<file path="config.mk">
export PLATFORM = sky130hd
export DESIGN_NAME = if_id_stage_skid
export DESIGN_NICKNAME = d
export VERILOG_FILES = /design/src/rtl/if_id_stage_skid.sv
export SDC_FILE = /design/constraint.sdc
export NUM_CORES = 1
export LEC_CHECK = 0
export BUFFER_PORTS_ARGS = -buffer_cell sky130_fd_sc_hd__buf_2
export CORE_AREA = 5 5 124 126
export CTS_CLUSTER_DIAMETER = 80
export DETAILED_ROUTE_END_ITERATION = 16
export DIE_AREA = 0 0 129 131
export HOLD_SLACK_MARGIN = 0.15
export PLACE_DENSITY = 0.8
export SYNTH_ARGS = -nofsm -noshare
export SYNTH_HDL_FRONTEND = slang
export SYNTH_SLANG_ARGS = --single-unit
export TNS_END_PERCENT = 30
</file>
<file path="constraint.sdc">
create_clock -name clk_i -period 5.4 [get_ports clk_i]
set_input_delay 1.08 -clock clk_i [delete_from_list [all_inputs] [get_ports clk_i]]
set_output_delay 1.08 -clock clk_i [all_outputs]
set_load 0.01 [all_outputs]
</file>
<file path="src/rtl/if_id_stage_skid.sv">
// IF/ID pipeline register with valid/ready handshake, flush, optional 2-entry skid
// buffer, pre-sliced MIPS fields and a saturating stall-cycle counter.
module if_id_stage_skid #(
    parameter int          ADDR_W   = 32,
    parameter logic [31:0] NOP_INST = 32'hFC000000,
    parameter bit          SKID     = 1'b1,
    parameter int          CNT_W    = 16
) (
    input  logic              clk_i,
    input  logic              rst_i,
    input  logic              valid_i,
    output logic              ready_o,
    input  logic [ADDR_W-1:0] addr_i,
    input  logic [31:0]       inst_i,
    input  logic              flush_i,
    output logic              valid_o,
    input  logic              ready_i,
    output logic [ADDR_W-1:0] addr_o,
    output logic [31:0]       inst_o,
    output logic [5:0]        op_o,
    output logic [4:0]        rs_o,
    output logic [4:0]        rt_o,
    output logic [4:0]        rd_o,
    output logic [15:0]       imm_o,
    output logic [25:0]       jidx_o,
    input  logic              cnt_clr_i,
    output logic [CNT_W-1:0]  stall_cnt_o
);

    logic              valid_q;
    logic [ADDR_W-1:0] addr_q;
    logic [31:0]       inst_q;
    logic              skid_v;
    logic [ADDR_W-1:0] skid_addr;
    logic [31:0]       skid_inst;
    logic [CNT_W-1:0]  cnt_q;
    logic              fire_in;
    logic              fire_out;
    logic              load_main;

    function automatic logic [CNT_W-1:0] sat_inc(input logic [CNT_W-1:0] val);
        if (&val) return val;
        return val + 1'b1;
    endfunction

    assign fire_in  = valid_i & ready_o;
    assign fire_out = valid_o & ready_i;

    generate
        if (SKID) begin : g_skid
            assign ready_o   = ~skid_v;
            assign load_main = ready_i | ~valid_q;

            // Skid catches the word that was already in flight when the stall arrived.
            always_ff @(posedge clk_i or posedge rst_i) begin
                if (rst_i) begin
                    skid_v    <= 1'b0;
                    skid_addr <= '0;
                    skid_inst <= NOP_INST;
                end else if (flush_i) begin
                    skid_v <= 1'b0;
                end else if (load_main && skid_v) begin
                    skid_v <= 1'b0;
                end else if (!ready_i && valid_q && fire_in) begin
                    skid_v    <= 1'b1;
                    skid_addr <= addr_i;
                    skid_inst <= inst_i;
                end
            end
        end else begin : g_noskid
            assign ready_o   = ready_i | ~valid_q;
            assign load_main = fire_in | fire_out;
            assign skid_v    = 1'b0;
            assign skid_addr = '0;
            assign skid_inst = NOP_INST;
        end
    endgenerate

    // Main entry: skid has precedence over new input to keep FIFO order.
    always_ff @(posedge clk_i or posedge rst_i) begin
        if (rst_i) begin
            valid_q <= 1'b0;
            addr_q  <= '0;
            inst_q  <= NOP_INST;
        end else if (flush_i) begin
            valid_q <= 1'b0;
            addr_q  <= '0;
            inst_q  <= NOP_INST;
        end else if (load_main) begin
            if (skid_v) begin
                valid_q <= 1'b1;
                addr_q  <= skid_addr;
                inst_q  <= skid_inst;
            end else if (fire_in) begin
                valid_q <= 1'b1;
                addr_q  <= addr_i;
                inst_q  <= inst_i;
            end else begin
                valid_q <= 1'b0;
                addr_q  <= '0;
                inst_q  <= NOP_INST;
            end
        end
    end

    always_ff @(posedge clk_i or posedge rst_i) begin
        if (rst_i) begin
            cnt_q <= '0;
        end else if (cnt_clr_i) begin
            cnt_q <= '0;
        end else if (valid_q && !ready_i) begin
            cnt_q <= sat_inc(cnt_q);
        end
    end

    assign valid_o     = valid_q;
    assign addr_o      = addr_q;
    assign inst_o      = inst_q;
    assign op_o        = inst_q[31:26];
    assign rs_o        = inst_q[25:21];
    assign rt_o        = inst_q[20:16];
    assign rd_o        = inst_q[15:11];
    assign imm_o       = inst_q[15:0];
    assign jidx_o      = inst_q[25:0];
    assign stall_cnt_o = cnt_q;

endmodule

</file>
## After elaboration in Yosys (flattened, before gate mapping)

Cells that the tools add are included.

- Register bits: 146
- Input bits: 70
- Output and inout bits: 145
- Logic and storage cells: 46

- $add $sub $neg: 1
- Equality and inequality tests: 1
- Muxes and demuxes: 21
- Bitwise operators: 6
- Reduce and logical (&&, ||, !) cells: 10

Operators with widths:

| operator | number |
|---|---|
| 32-bit 2-to-1 mux | 8 |
| 16-bit 2-to-1 mux | 3 |
| 16-bit by 1-bit adder with 16-bit output, second input constant | 1 |
| 16-bit AND reduction | 1 |
| 1-bit 2-to-1 mux | 10 |
| 1-bit NOT | 4 |
| 2-bit nonzero test | 2 |
| 1-bit logical AND | 3 |
| 3-bit inequality test, second input constant | 1 |
| 3-bit AND reduction | 1 |
| 3-bit nonzero test | 1 |
| 2-bit AND reduction | 1 |
| 1-bit AND | 1 |
| 1-bit zero test | 1 |
| 1-bit bitwise OR | 1 |

## Longest topological paths before layout

Gate-level depths: netlist of the first run.

- Word-level depth: 7
- Depth in mapped cells: 6
- Depth with buffers taken out: 5

## Worst setup path before layout of the first run

No wires, ideal clock.

- Kind: input port to flip-flop
- Start point: in ready_i
- End point: reg cnt_q[11] (netlist: stall_cnt_o[11])
- Library setup time: 0.128 ns
- Arrival time: 2.217 ns
- Setup slack: 3.055 ns
- Stages: 5
- Cells stage by stage: nand2b_1 > or2_0 > clkbuf_1 > nor4_1 > mux2_1

- Longest elaborated chain between the ends: 4

Ends and longest elaborated chain:

| item | line | source |
|---|---|---|
| start: declaration | 17 | `input logic ready_i,` |
| 1-bit zero test | 111 | `end else if (valid_q && !ready_i) begin` |
| 1-bit logical AND | 111 |  |
| 2-bit nonzero test (no source line) | -- |  |
| 2-bit AND reduction (no source line) | -- |  |
| end signal: assignment | 112 | `cnt_q <= sat_inc(cnt_q);` |
| end: declaration | 36 | `logic [CNT_W-1:0] cnt_q;` |

Every way passes these cells.
A chain may end at the register's enable or synchronous reset.

## Final worst setup path of the first run

- Start point: reg skid_v
- End point: out ready_o

- Longest elaborated chain between the ends: 1

Ends and longest elaborated chain:

| item | line | source |
|---|---|---|
| start: declaration | 33 | `logic skid_v;` |
| start signal: assignment | 57 | `skid_v <= 1'b0;` |
| start signal: assignment | 61 | `skid_v <= 1'b0;` |
| start signal: assignment | 63 | `skid_v <= 1'b0;` |
| 1-bit NOT | 51 | `assign ready_o = ~skid_v;` |
| end: declaration | 12 | `output logic ready_o,` |

Every way passes these cells.

==> flow_metrics.tcl, run 1 <==
set metrics [dict create \
    groute.usage.overall_pct 21.48 \
    cts_max_level 4 \
    synth_nets 709 \
    hold_buffers 0 \
    hp-class "flop to flop" \
    postSynthAreaPerCell_um2 11.32 \
    status "finished clean" \
    first_pass_iters 5 \
    core_um2 14200 \
    ys_seq_elements 146 \
    antenna_found_initial 0 \
    wl_per_cell_um 18.36 \
    critPathLaunchType "flop" \
    antenna_cells 0 \
    tns_ns 0 \
    port_buffers 214 \
    gp_routability_congestion 0.7928 \
    cts_made_buffers 17 \
    wirelength_um 17680 \
    clk_path_buf_depth 2 \
    yosysTopAreaCellShare_pct 46.42 \
    worst_pin_slew_ns 1.288 \
    setup_ws_ns 2.392 \
    max-cap-violations 0 \
    grt_pass1_vias 5443 \
    crit_fanout 33 \
    yosys-top-cells-count "134 x dfrtp_1, 73 x nor2_1, 66 x nor3_1, 63 x buf_4, 60 x mux2_4" \
    yosys_warnings 0 \
    pin_count 215 \
    crit_type "flop to primary output" \
    postCtsSetupBuffers 0 \
    rsz0062_at_grt "no" \
    hold_viol_final 0 \
    drive_above_1_share_pct 43.13 \
    synthSimpleGateAreaFrac_pct 15.10 \
    final_cells 963 \
    fin_crit_sh_pct 55.70 \
    grt_overflow_total 0 \
    clk_latency_ns 0.41 \
    slowest_delay_ns 0.70 \
    dieArea_um2 16900 \
    cp.required_ns 4.32 \
    vias 5488 \
    synth-xor-area-share_pct 0 \
    yosys-mux-area-fraction_pct 13.68 \
    area_delta_synth_final_pct 16.89 \
    path_clk_slew_ns 0.06 \
    synth_area_um2 7223 \
    p_per_area_nw_per_um2 348.8 \
    yosysMostFrequentCell "dfrtp_1" \
    ir_drop_mv 0.2105 \
    rows 44 \
    synth_top_family_by_area "simple AND/OR/NAND/NOR gates" \
    die-width_um 129 \
    power.total_mw 2.945 \
    slew_violations 0 \
    synth_compound_area_share_pct 10.06 \
    whs_path_depth 1 \
    critPathBufInv 2 \
    cts-root-buf "clkbuf_16" \
    synthCells 638 \
    max-slew-margin-rel_pct 13.93 \
    cts_sinks 146 \
    cts_tree "built" \
    yosysUniqueCellTypes 47 \
    ant_nets 0 \
    timing.hold.ws_ns 0.5102 \
    grt_pass1_wl_um 28870 \
    synth_enable_flop_cells 0 \
    dp_cells 931 \
    cp_data_arrival_time_ns 1.93 \
    dp_hpwl_um 11630 \
    die_y_um 131 \
    ys_seq_area_share_pct 50.79 \
    synth.area.top_cells "dfrtp_1 46%, mux2_4 12%, buf_4 6.5%" \
    setup_viol 0 \
    path_depth 2 \
    initial_core_util_pct 50.85 \
    post_cts_resized 0 \
    cpMaxStageDelayCell "inv_1" \
    grt_max_degree 104 \
    p_leak_nw 4.469 \
    synth_fa_ha_area_share_pct 0.1732 \
    fin_crit_ns 3.008 \
    skew_ns 0.008924 \
    drc 0 \
    crit_family "buffers and inverters" \
    path_cells "inv_1 -> buf_2" \
    place_ws_ns 2.204 \
    ys.flop_type "dfrtp_1" \
    async_flop_share_pct 100.0 \
    end_kind "primary output" \
    finalNetCount 837 \
    rr_worst_depth 5 \
    first_iter_violations 434 \
    drt-vias-per-instance 5.699 \
    clock.fmax_ghz 0.3325 \
    synth_top_area_cell "dfrtp_1" \
]
cell type report:
cell class,instances,area (µm²)
clock buffers,27,513.0
clock inverters,5,50.05
fillers,1202,5761
inverters,4,20.02
multi-input cells,376,2836
flip-flops and latches,146,3670
well taps,184,230.2
repair buffers,221,1124
kinds of logic (layout without fill, tap and decap cells):
family / after synthesis / after routing
fa+ha+maj: 1 / 1
compound gates: 94 / 94
buf+inv: 116 / 257
simple gates: 213 / 213
flops: 146 / 146
mux: 68 / 68
flip-flops by register name, indices dropped and copies added (netlist names):
register     count
skid_inst       32
skid_addr       32
valid_o          1
stall_cnt_o     16
addr_o          32
skid_v           1
inst_o          32
metrics by stage:
stage / utilization (%) / cell area, µm²
2_1_floorplan: - / 7223
3_3_place_gp: 55.48 / 7880
3_5_place_dp: 55.48 / 7880
4_1_cts: 59.44 / 8443
5_1_grt: 59.44 / 8443
6_report: 59.44 / 8443
routing by layer:
metal / routed length (µm) / track usage [%] / up-vias
met5: 0 / 0 / -
li1: - / - / 2523
met4: 209 / 6.115 / 0
met3: 1260 / 5.325 / 20
met2: 8620 / 34.91 / 210
met1: 7587 / 28.84 / 2735
final timing paths:
check                                     startpoint                         to  slack (ns)
setup / recovery                  skid_v$_DFFE_PP0P_                    ready_o        2.39
hold / removal             skid_inst[11]$_DFFE_PP0P_  skid_inst[11]$_DFFE_PP0P_        0.51
setup reg to reg                  skid_v$_DFFE_PP0P_  skid_addr[28]$_DFFE_PP0P_        2.40
hold reg to reg            skid_inst[11]$_DFFE_PP0P_  skid_inst[11]$_DFFE_PP0P_        0.51
max in group asynchronous                      rst_i     inst_o[17]$_DFFE_PP0P_        3.41
min in group asynchronous                      rst_i      addr_o[3]$_DFFE_PP0P_        0.88
power by group:
part | leakage [nW] | switching (mW) | internal (mW)
logic | 2.33 | 0.200 | 0.261
registers | 1.85 | 0.102 | 1.26
clock network | 0.281 | 0.427 | 0.693
total | 4.47 | 0.730 | 2.22
layout by cell type, fill, tap and decap left out, types with 17 or more instances in the layout:
cell / n
mux2_4: 60
buf_2: 214
a221oi_1: 32
clkbuf_16: 17
a211oi_1: 29
nor2_1: 73
and3_1: 28
nor3_1: 66
dfrtp_1: 133
Power figures use the tool's default switching activity.
==> inputs of run 2 (changes only) <==
--- a/config.mk
+++ b/config.mk
@@ -5,13 +5,14 @@
 export SDC_FILE = /design/constraint.sdc
 export NUM_CORES = 1
 export LEC_CHECK = 0
+export ABC_AREA = 1
 export BUFFER_PORTS_ARGS = -buffer_cell sky130_fd_sc_hd__buf_2
-export CORE_AREA = 5 5 124 126
+export CORE_AREA = 5 5 131 133
 export CTS_CLUSTER_DIAMETER = 80
 export DETAILED_ROUTE_END_ITERATION = 16
-export DIE_AREA = 0 0 129 131
+export DIE_AREA = 0 0 136 138
 export HOLD_SLACK_MARGIN = 0.15
-export PLACE_DENSITY = 0.8
+export PLACE_DENSITY = 0.76
 export SYNTH_ARGS = -nofsm -noshare
 export SYNTH_HDL_FRONTEND = slang
 export SYNTH_SLANG_ARGS = --single-unit
==> constraint.sdc (replaced) <==
create_clock -name clk_i -period 2.7 [get_ports clk_i]
set_input_delay 0.54 -clock clk_i [delete_from_list [all_inputs] [get_ports clk_i]]
set_output_delay 0.54 -clock clk_i [all_outputs]
set_load 0.01 [all_outputs]
==> run 2 against run 1 <==
Via count up 11%. Critical path depth up 6. Count of clock-buffer cells in the layout is 6 lower. Clock skew decreased by 0.0028 ns. Final cell count grew 31%. Combinational power grew 57%. Setup slack got worse by 1.5 ns. Total power increased by 91%.
==> flow_metrics.tcl, run 2 <==
set metrics [dict create \
    slew_violations 0 \
    hold_viol_final 0 \
    max-cap-violations 0 \
    groute.usage.overall_pct 19.63 \
    yosysTopAreaCellShare_pct 45.98 \
    hp-class "primary input to flop" \
    path_clk_slew_ns 0.06 \
    setup_viol 0 \
    antenna_found_initial 1 \
    grt_pass1_vias 6141 \
    fin_crit_ns 1.856 \
    clk_path_buf_depth 2 \
    synth_nets 969 \
    synthCells 898 \
    crit_fanout 44 \
    max-slew-margin-rel_pct 56.25 \
    synth-xor-area-share_pct 0.6005 \
    p_int_mw 4.108 \
    die_y_um 138 \
    pwr-share-seq_pct 47.5 \
    dieArea_um2 18770 \
    p_per_area_nw_per_um2 650.7 \
    layout_commonest_cell "nand2_1" \
    nFillCells 1463 \
    p_clk_share_pct 39.6 \
    status "finished clean" \
    initial_core_util_pct 46.41 \
    synth_top_area_cell "dfrtp_1" \
    drive_above_1_share_pct 29.68 \
    crit_path_start "valid_o$_DFFE_PP0P_" \
    worst_pin_slew_ns 0.6563 \
    async_flop_share_pct 100.0 \
    synth.area.top_cells "dfrtp_1 46%, nand2_1 14%, buf_4 6.5%" \
    grt_pass1_wl_um 30070 \
    crit_type "flop to flop" \
    ant_nets 0 \
    worst_hold_startpoint "inst_i[31]" \
    cts_max_level 4 \
    end_kind "flop" \
    whs_path_depth 3 \
    cp_data_arrival_time_ns 2.13 \
    port_buffers 214 \
    gp_routability_congestion 0.7821 \
    power_frac_comb_pct 12.9 \
    synth_area_um2 7292 \
    rr_worst_depth 8 \
    ir_drop_mv 0.4145 \
    switching_power_mw 1.512 \
    synth_fa_ha_area_share_pct 0.1716 \
    rows 46 \
    dp_hpwl_um 12180 \
    clock.fmax_ghz 0.5389 \
    vias 6075 \
    synth_top_family_by_area "simple AND/OR/NAND/NOR gates" \
    first_iter_violations 282 \
    synth_enable_flop_cells 0 \
    postCtsSetupBuffers 0 \
    hold_buffers 1 \
    cp.required_ns 2.97 \
    yosys-mux-area-fraction_pct 0 \
    post_cts_resized 0 \
    yosys_warnings 0 \
    critPathLaunchType "flop" \
    core_um2 15710 \
    wirelength_um 18140 \
    wl_per_cell_um 14.42 \
    grt_overflow_total 0 \
    p_leak_nw 4.712 \
    cts_sinks 146 \
    clk_latency_ns 0.42 \
    final_cell_mix "280 x nand2_1, 214 x buf_2, 133 x dfrtp_1" \
    yosysMostFrequentCell "nand2_1" \
    ys.flop_type "dfrtp_1" \
    postSynthAreaPerCell_um2 8.120 \
    r2r-start "valid_o$_DFFE_PP0P_" \
    finalNetCount 1100 \
    tns_ns 0 \
    rsz0062_at_grt "no" \
    ys_seq_elements 146 \
    drt-vias-per-instance 4.829 \
    cts-root-buf "clkbuf_16" \
    yosysUniqueCellTypes 27 \
    skew_ns 0.006095 \
    ys_seq_area_share_pct 50.31 \
    cts_made_buffers 17 \
    first_pass_iters 5 \
    area_delta_synth_final_pct 18.43 \
    yosys-top-cells-count "281 x nand2_1, 134 x dfrtp_1, 84 x o21ai_0, 77 x nand3_1, 75 x inv_1" \
    fin_crit_sh_pct 68.73 \
    synth_compound_area_share_pct 11.17 \
    pin_count 215 \
    post-route-util_pct 54.96 \
    synthSimpleGateAreaFrac_pct 23.94 \
    grt_max_degree 77 \
    die-width_um 136 \
    p_sw_share_pct 26.90 \
    cts_tree "built" \
    drc 0 \
]
run 2: cell families after synthesis:
group,count (synthesis)
fa+ha+maj,1
simple gates,407
compound gates,148
xor+xnor,5
flops,146
buf+inv,191
run 2: cell type report:
cell class	instances	area, µm²	area share (%)
sequential	146	3670	42.49
multi-input combinational	561	2631	30.47
timing repair buffer	226	1214	14.05
clock buffer	21	470.5	5.448
inverter	77	292.8	3.390
tap	216	270.3	3.130
clock inverter	10	85.08	0.9852
antenna	1	2.502	0.02898
run 2: critical path, stage by stage, from the launching register on:
cell and delay [ns]:
dfrtp_1 0.37, inv_1 0.08, nor2_4 0.18, inv_2 0.10
nor2_4 0.12, nand3_4 0.29, buf_4 0.39, nand2_1 0.09
o21ai_0 0.09
run 2: path summary, 6_finish.rpt:
| path | slack [ns] | endpoint |
|---|---|---|
| max | 0.84 | skid_addr[6]$_DFFE_PP0P_ |
| min | 0.35 | skid_inst[31]$_DFFE_PP1P_ |
| max reg2reg | 0.84 | skid_addr[6]$_DFFE_PP0P_ |
| min reg2reg | 0.47 | addr_o[20]$_DFFE_PP0P_ |
| max in group asynchronous | 1.29 | skid_inst[31]$_DFFE_PP1P_ |
| min in group asynchronous | 0.67 | stall_cnt_o[1]$_DFFE_PP0P_ |
run 2: routing by layer:
metal	global-route usage, %	vias up	wire [µm]
li1	-	3054	-
met1	24.51	2830	8002
met2	33.56	174	8886
met3	4.499	17	1048
met4	6.313	0	201
met5	0	-	0
run 2: power by group through the flow:
stage                     combinational (mW)  sequential (mW)  clock [mW]
final                                  0.726             2.67        2.22
after global placement                 0.717             2.69           0
after floorplan                        0.512             2.69           0
after detailed placement               0.741             2.70           0
after global routing                   0.835             2.70        2.38
after CTS                              0.742             2.67        2.27
run 2: metrics by stage:
stage | worst slack, ns | cell area (µm²) | power [mW] | cells | hold WS (ns)
finish | 0.8443 | 8636 | 5.620 | 1258 | 0.3539
detailed placement | 0.5836 | 8068 | 3.441 | 1225 | 0.4600
global placement | 0.6445 | 8068 | 3.408 | 1225 | 0.4593
global route | 0.6709 | 8636 | 5.916 | 1258 | 0.3440
CTS | 0.8258 | 8633 | 5.682 | 1257 | 0.3359
floorplan | 0.3368 | 7296 | 3.203 | 898 | 0.4529
